File: config.mk
export PLATFORM = sky130hd
export DESIGN_NAME = cex_replayer
export DESIGN_NICKNAME = d
export VERILOG_FILES = /design/src/rtl/cex_pkg.sv /design/src/rtl/cex_trace_mem.sv /design/src/rtl/cex_replayer.sv
export SDC_FILE = /design/constraint.sdc
export NUM_CORES = 1
export LEC_CHECK = 0
export CAP_MARGIN = 10
export CORE_MARGIN = 2
export CORE_UTILIZATION = 57
export DETAILED_ROUTE_END_ITERATION = 6
export PLACE_DENSITY = 0.79
export SLEW_MARGIN = 20
export SYNTH_ARGS = -nofsm -noshare
export SYNTH_HDL_FRONTEND = slang
export SYNTH_SLANG_ARGS = --single-unit
File: constraint.sdc
create_clock -name CLK -period 2.42 [get_ports CLK]
set_input_delay 0.363 -clock CLK [delete_from_list [all_inputs] [get_ports CLK]]
set_output_delay 0.363 -clock CLK [all_outputs]
set_load 0.01 [all_outputs]
File: src/rtl/cex_pkg.sv
// rtl/cex_pkg.sv - state encoding and default geometry for the counterexample replayer
package cex_pkg;

  localparam int CEX_IN_W  = 2;
  localparam int CEX_OUT_W = 4;
  localparam int CEX_DEPTH = 16;
  localparam int CEX_LAT   = 1;

  typedef enum logic [2:0] {
    ST_IDLE,
    ST_LOAD,
    ST_ARMED,
    ST_RUN,
    ST_DRAIN,
    ST_DONE
  } cex_state_e;

endpackage

File: src/rtl/cex_trace_mem.sv
// rtl/cex_trace_mem.sv - trace vector storage, registered write and combinational read
module cex_trace_mem
  import cex_pkg::*;
#(
  parameter int IN_W  = CEX_IN_W,
  parameter int DEPTH = CEX_DEPTH,
  parameter int AW    = $clog2(CEX_DEPTH)
) (
  input  logic            clk,
  input  logic            wr_en,
  input  logic [AW-1:0]   wr_addr,
  input  logic [IN_W-1:0] wr_data,
  input  logic [AW-1:0]   rd_addr,
  output logic [IN_W-1:0] rd_data
);

  logic [IN_W-1:0] mem_q [DEPTH];
  logic [IN_W-1:0] mem_d [DEPTH];

  always_comb begin
    mem_d = mem_q;
    if (wr_en) mem_d[wr_addr] = wr_data;
  end

  // Contents survive reset; only the fill count decides what is valid.
  always_ff @(posedge clk) begin
    mem_q <= mem_d;
  end

  assign rd_data = mem_q[rd_addr];

endmodule

File: src/rtl/cex_replayer.sv
// rtl/cex_replayer.sv - loads a counterexample trace, replays it into two circuits, reports first divergence
module cex_replayer
  import cex_pkg::*;
#(
  parameter int IN_W  = CEX_IN_W,
  parameter int OUT_W = CEX_OUT_W,
  parameter int DEPTH = CEX_DEPTH,
  parameter int LAT   = CEX_LAT
) (
  input  logic                     CLK,
  input  logic                     RST_N,
  input  logic                     s_valid,
  output logic                     s_ready,
  input  logic [IN_W-1:0]          s_data,
  input  logic                     s_last,
  input  logic                     start,
  input  logic                     clear,
  output logic [IN_W-1:0]          DUT_IN,
  input  logic [OUT_W-1:0]         OUT_A,
  input  logic [OUT_W-1:0]         OUT_B,
  output logic                     busy,
  output logic                     done,
  output logic                     mismatch,
  output logic [$clog2(DEPTH)-1:0] mismatch_idx,
  output logic                     trunc
);

  localparam int AW = $clog2(DEPTH);
  localparam int CW = $clog2(DEPTH + 1);

  cex_state_e    state_q, state_d;
  logic [CW-1:0] count_q, count_d;
  logic [AW-1:0] rd_ptr_q, rd_ptr_d;
  logic [2:0]    drain_q, drain_d;
  logic          mismatch_q, mismatch_d;
  logic          trunc_q, trunc_d;
  logic [AW-1:0] idx_q, idx_d;

  logic          beat, last_rd, run_v, tag_v, diff_hit;
  logic [AW-1:0] tag_idx;
  logic [IN_W-1:0] rd_data;

  assign beat     = s_ready && s_valid && !clear;
  assign last_rd  = (CW'(rd_ptr_q) + CW'(1)) == count_q;
  assign run_v    = state_q == ST_RUN;
  assign diff_hit = (state_q == ST_RUN || state_q == ST_DRAIN) && tag_v &&
                    (OUT_A != OUT_B) && !mismatch_q;

  cex_trace_mem #(
    .IN_W  (IN_W),
    .DEPTH (DEPTH),
    .AW    (AW)
  ) u_mem (
    .clk     (CLK),
    .wr_en   (beat),
    .wr_addr (count_q[AW-1:0]),
    .wr_data (s_data),
    .rd_addr (rd_ptr_q),
    .rd_data (rd_data)
  );

  // Tag pipeline lines each driven index up with the circuits' response.
  generate
    if (LAT == 0) begin : g_nolat
      assign tag_v   = run_v;
      assign tag_idx = rd_ptr_q;
    end else begin : g_pipe
      logic [LAT-1:0]    pv_q, pv_d;
      logic [LAT*AW-1:0] pi_q, pi_d;

      always_comb begin
        pv_d         = pv_q << 1;
        pi_d         = pi_q << AW;
        pv_d[0]      = run_v;
        pi_d[AW-1:0] = rd_ptr_q;
        if (clear) pv_d = '0;
      end

      always_ff @(posedge CLK or negedge RST_N) begin
        if (!RST_N) begin
          pv_q <= '0;
          pi_q <= '0;
        end else begin
          pv_q <= pv_d;
          pi_q <= pi_d;
        end
      end

      assign tag_v   = pv_q[LAT-1];
      assign tag_idx = pi_q[LAT*AW-1 -: AW];
    end
  endgenerate

  always_ff @(posedge CLK or negedge RST_N) begin
    if (!RST_N) begin
      state_q    <= ST_IDLE;
      count_q    <= '0;
      rd_ptr_q   <= '0;
      drain_q    <= '0;
      mismatch_q <= 1'b0;
      trunc_q    <= 1'b0;
      idx_q      <= '0;
    end else begin
      state_q    <= state_d;
      count_q    <= count_d;
      rd_ptr_q   <= rd_ptr_d;
      drain_q    <= drain_d;
      mismatch_q <= mismatch_d;
      trunc_q    <= trunc_d;
      idx_q      <= idx_d;
    end
  end

  always_comb begin
    state_d    = state_q;
    count_d    = count_q;
    rd_ptr_d   = rd_ptr_q;
    drain_d    = drain_q;
    mismatch_d = mismatch_q;
    trunc_d    = trunc_q;
    idx_d      = idx_q;
    if (clear) begin
      state_d    = ST_IDLE;
      count_d    = '0;
      rd_ptr_d   = '0;
      drain_d    = '0;
      mismatch_d = 1'b0;
      trunc_d    = 1'b0;
      idx_d      = '0;
    end else begin
      case (state_q)
        ST_IDLE, ST_LOAD: begin
          if (beat) begin
            count_d = count_q + CW'(1);
            if (s_last) begin
              state_d = ST_ARMED;
            end else if (count_q == CW'(DEPTH - 1)) begin
              state_d = ST_ARMED;
              trunc_d = 1'b1;
            end else begin
              state_d = ST_LOAD;
            end
          end
        end
        ST_ARMED: begin
          if (start) begin
            state_d  = ST_RUN;
            rd_ptr_d = '0;
          end
        end
        ST_RUN: begin
          rd_ptr_d = rd_ptr_q + AW'(1);
          if (last_rd) begin
            state_d = (LAT == 0) ? ST_DONE : ST_DRAIN;
            drain_d = '0;
          end
        end
        ST_DRAIN: begin
          if (drain_q == 3'(LAT - 1)) state_d = ST_DONE;
          else                        drain_d = drain_q + 3'd1;
        end
        default: ;
      endcase
      // First divergence wins and cuts the replay short.
      if (diff_hit) begin
        mismatch_d = 1'b1;
        idx_d      = tag_idx;
        state_d    = ST_DONE;
      end
    end
  end

  always_comb begin
    s_ready      = (state_q == ST_IDLE || state_q == ST_LOAD) && (count_q < CW'(DEPTH));
    busy         = state_q == ST_RUN || state_q == ST_DRAIN;
    done         = state_q == ST_DONE;
    DUT_IN       = (state_q == ST_RUN) ? rd_data : '0;
    mismatch     = mismatch_q;
    mismatch_idx = idx_q;
    trunc        = trunc_q;
  end

endmodule

# Word level (Yosys, flattened, before mapping)
# Cells that the tools add are included.
# word_totals
word_cells	113
mem_bits_ro	0
in_bits	16
latchBits	0
n_memories	0
register_bits	58
ram_bits	0
# op_classes
muxes	36
div	0
magnitude_cmp	4
n_eq_ne	16
add_sub_neg	4
bitwise	2
n_mul	0
n_shift	0
reduce_logical	26
# op_table
operator	count
32-bit bitwise mux	1
3-bit 2-to-1 mux	9
4-bit 2-to-1 mux	4
5-bit 2-to-1 mux	3
2-bit 2-to-1 mux	6
4-bit inequality test, second input constant	3
3-bit one-hot mux with 4 select lines	1
5-bit greater-or-equal comparator, second input constant	2
4-bit inverter with 5-bit output	2
3-bit inequality test, second input constant	3
2-bit binary-select mux with 4-bit select	1
2-bit demux with 4-bit select	1
1-bit 2-to-1 mux	8
4-bit one-hot mux with 2 select lines	1
2-bit nonzero test	4
1-bit logical AND	7
3-bit by 2-bit equality test with 1-bit output, second input constant	2
3-bit equality test, second input constant	2
3-bit zero test	2
3-bit one-hot mux with 2 select lines	1
3-bit nonzero test	2
6-bit nonzero test	1
4-bit by 1-bit adder with 5-bit output, second input constant	1
5-bit by 1-bit adder with 5-bit output, second input constant	1
other kinds (17)	20

# Longest topological paths before layout
# logic_depth
depth_word	9
ltp_mapped	8
ltp_nobuf	8

# By module
# Synthesis repeated with hierarchy kept, for this count alone.
# hier_totals
hier_cells	229
area_unflattened_um2	2778.9
# modules_own_cells
mod	instances	cells_per_inst	area_each_um2
cex_replayer	1	148	1416.4
cex_trace_mem	1	81	1362.6

# Worst setup path before layout
# No wires, ideal clock.
# synth_path
kind	register -> output
startpoint	reg rd_ptr_q[0], in the netlist g_pipe.pi_d[0]
endpoint	out DUT_IN[0]
stages_incl_launch_ff	5
t_arrival_ns	1.742
slack_ns	0.315
path_cell_list	dfrtp_1 buf_6 mux4_1 mux4_2 and2_1
# synth_between
elab_chain_len	5
# synth_lines
item	line	text
start: declaration	cex_replayer.sv:33	logic [AW-1:0] rd_ptr_q, rd_ptr_d;
start signal: assignment	cex_replayer.sv:106	rd_ptr_q <= rd_ptr_d;
4-bit inverter with 5-bit output (implied by the code)	cex_trace_mem.sv:30	assign rd_data = mem_q[rd_addr];
2-bit binary-select mux with 4-bit select	cex_trace_mem.sv:30	
2-bit 2-to-1 mux (implied by the code) (2 in series)	cex_trace_mem.sv:30	
2-bit 2-to-1 mux	cex_replayer.sv:177	DUT_IN = (state_q == ST_RUN) ? rd_data : '0;
end: declaration	cex_replayer.sv:18	output logic [IN_W-1:0] DUT_IN,
# Every way passes these cells. The select of a mux whose other input is x is not followed.

# Worst setup path in the final report
# layout_path
startpoint	reg rd_ptr_q[0], in the netlist g_pipe.pi_d[0]
endpoint	out DUT_IN[1]
# Same word-level chain as after synthesis.

==> flow_summary_export.csv <==
group,metric,value,unit
status,outcome,"finished, violations left",
status,violations,"setup timing",
drt,num_vias,1899,
pwr,power_density,775,mW/mm^2
floorplan,ios,27,
global_routing,grt_pass1_vias,1935,
timing,slew_violations,0,
drt,drc_errors,0,
floorplan,die_h,74.3,um
timing,fin_crit_sh,105,%
drt,final_antenna_net_count,0,
global_routing,use_met1,30.1,%
layout,regArea,0.00161,mm^2
drt,avgRoutedWirePerCell,17.7,um
clock_tree,clock_sinks,58,
synthesis,yosys_most_used_dff,"edfxtp_1",
timing,rsz0062_at_grt,"yes",
worst_hold_path,hold_path.class,"input port to asynchronous set/reset pin",
flow_run,maxCapViolCount,0,
synthesis,async_flop_share,44.8,%
timing,period_minus_slack,2530,ps
layout,area_growth,19.4,%
critical_path,cp-end-kind,"output pin",
clock_tree,cts_buffers,9,
placement,port_buffers,26,
global_routing,antenna_found_initial,0,
synthesis,synthesis.nets,252,
synthesis,avgSynthCellArea,12.4,um^2
clock_tree,cts_buffer_depth,2,
critical_path,crit_required,2060,ps
global_routing,grt_overflow,0,
layout,final_cell_mix,"33 x nor2_1, 32 x edfxtp_1, 25 x dfrtp_1",
timing,final-setup-viol-count,2,
synthesis,synth-xor-area-share,4.04,%
layout,final_layout_size_suffix_gt1_share,16.0,%
floorplan,initial_core_util,59.3,%
clock_tree,clk_latency,350,ps
pwr,peakVddDrop,0.546,mV
timing,slew_headroom,65.5,%
placement,dp_hpwl,4130,um
global_routing,grt_util_met3,7.05,%
layout,fin_util,70.8,%
layout,final_nets,287,
synthesis,synth-compound-area-share,7.72,%
global_routing,top_usage_layer,"met2",
placement,dp_slack,-172,ps
clock_tree,cts_root_buffer,"clkbuf_8",
synthesis,synthCells,228,
floorplan,core_area,0.00475,mm^2
layout,layout_commonest_cell,"nor2_1",
synthesis,synth_edf_count,32,
drt,dr.pass1.iters,4,
timing,max_freq,395,MHz
timing,finalClockSkew,5.93,ps
synthesis,synth_cell_types,43,
floorplan,dieWidth,74.3,um
critical_path,r2r_cells,7,
timing,worst_slew_pin_slew,516,ps
floorplan,die_area,0.00553,mm^2
synthesis,synthAdderAreaFrac,3.55,%
synthesis,yosysTopAreaCellShare,34.1,%
placement,gp_congestion,0.856,
drt,first_iter_violations,119,
synthesis,synth_top_family_by_area,"simple AND/OR/NAND/NOR gates",
critical_path,cp-start-kind,"flip-flop",
layout,n_antenna_cell,0,
synthesis,synth_area,0.00282,mm^2
global_routing,grtUsageTotal,24.0,%
clock_tree,h-tree-depth,3,
global_routing,grt_pass1_wl,9430,um
synthesis,synth-seq-area-share,57.1,%
synthesis,yosys.area.top_type,"edfxtp_1",
drt,wl,5930,um
timing,timing.final.ws_setup,-111,ps
layout,nFillCells,345,
global_routing,use_met2,38.2,%
pwr,p_leak,1.28,nW
clock_tree,cts_tree,"yes",
layout,multiInputGateArea,0.00109,mm^2
critical_path,worstPathArrival,2170,ps
pwr,finalPower,2.61,mW
clock_tree,clkSlewWorstSetupHoldPaths,70,ps
drt,viasPerCell,5.67,
synthesis,synth.area.mux_share,10.5,%
global_routing,grt_max_degree,27,
synthesis,ys_top_cells_by_area,"edfxtp_1 34%, dfrtp_1 23%, mux4_1 7.5%",
synthesis,yosys_warnings,0,
floorplan,rows,25,
timing,hold_viol_final,0,
critical_path,critPathKind,"flip-flop to output pin",
critical_path,cp_max_fo,8,
synthesis,yosys.area_share.simple,13.2,%
synthesis,synth-seq-cells,58,
==> worst max-delay path: stages, from the launching register on <==
cell and delay, ps:
dfrtp_1 400, buf_12 150, mux4_2 510, mux4_2 470, and2_4 170, buf_6 110
==> power by group <==
part | total [mW] | internal [mW] | switching, mW
Sequential | 1.18 | 1.09 | 0.0864
Clock | 0.871 | 0.472 | 0.399
Combinational | 0.563 | 0.281 | 0.282
==> stage by stage <==
step | TNS (ps) | instances | hold slack (ps) | area (um^2)
global route | -350 | 335 | 419 | 3370
finish | -218 | 335 | 390 | 3370
CTS | -264 | 335 | 394 | 3350
global placement | -187 | 319 | 472 | 3190
detailed placement | -326 | 319 | 481 | 3190
floorplan | 0 | 228 | 67.4 | 2820
==> flip-flops by register name, summed over array words and instances, names as in the netlist <==
name / flops
drain_q: 3
g_pipe.pi_d: 4
mismatch_idx: 4
u_mem.mem_q: 32
mismatch: 1
g_pipe.pi_q: 4
g_pipe.pv_q: 1
state_q: 3
trunc: 1
count_q: 5
==> cell families after synthesis <==
kind of cell    Yosys count
compound gates           33
xor+xnor                 13
fa+ha+maj                 8
buf+inv                  24
flops                    58
mux                      14
simple gates             78
==> final timing paths <==
kind,start,endpoint,slack [ps]
setup / recovery,g_pipe.pi_d[0]$_DFFE_PN0P_,DUT_IN[1],-110
hold / removal,RST_N,mismatch_idx[0]$_DFFE_PN0P_,390
setup reg to reg,g_pipe.pi_d[1]$_DFFE_PN0P_,state_q[0]$_DFFE_PN0P_,240
hold reg to reg,g_pipe.pi_q[3]$_DFF_PN0_,mismatch_idx[3]$_DFFE_PN0P_,490
max in group asynchronous,RST_N,g_pipe.pi_d[1]$_DFFE_PN0P_,1760
min in group CLK,g_pipe.pi_q[3]$_DFF_PN0_,mismatch_idx[3]$_DFFE_PN0P_,490
==> area by class of cell <==
class	count	share of cell area (%)
Clock buffer	11	3.90
Multi-Input combinational cell	146	32.2
Inverter	11	1.23
Tap cell	67	2.49
Timing Repair Buffer	37	10.6
Clock inverter	5	1.63
Sequential cell	58	47.9
==> synthesized netlist by cell type (7+ instances only) <==
master    count
edfxtp_1     32
dfrtp_1      26
o21ai_0       7
buf_2         7
ha_1          8
nand2_1      16
nor2_1       33
a21oi_1       8
mux4_1        8
xnor2_1      10
nor3_1        8
inv_1        11
==> routing by layer <==
metal | share of wire (%) | vias to the layer above
li1 | - | 890
met1 | 42 | 926
met2 | 50 | 72
met3 | 6.0 | 11
met4 | 1.9 | 0
met5 | 0 | -
==> repair_timing <==
action,4_1_cts,5_1_grt
setup endpoints to repair,2,4
setup buffers,0,0
gates cloned,0,0
resized for setup,20,4
pin swaps,0,0
hold buffers,0,0
No activity file was read; power rests on OpenSTA's default activity.
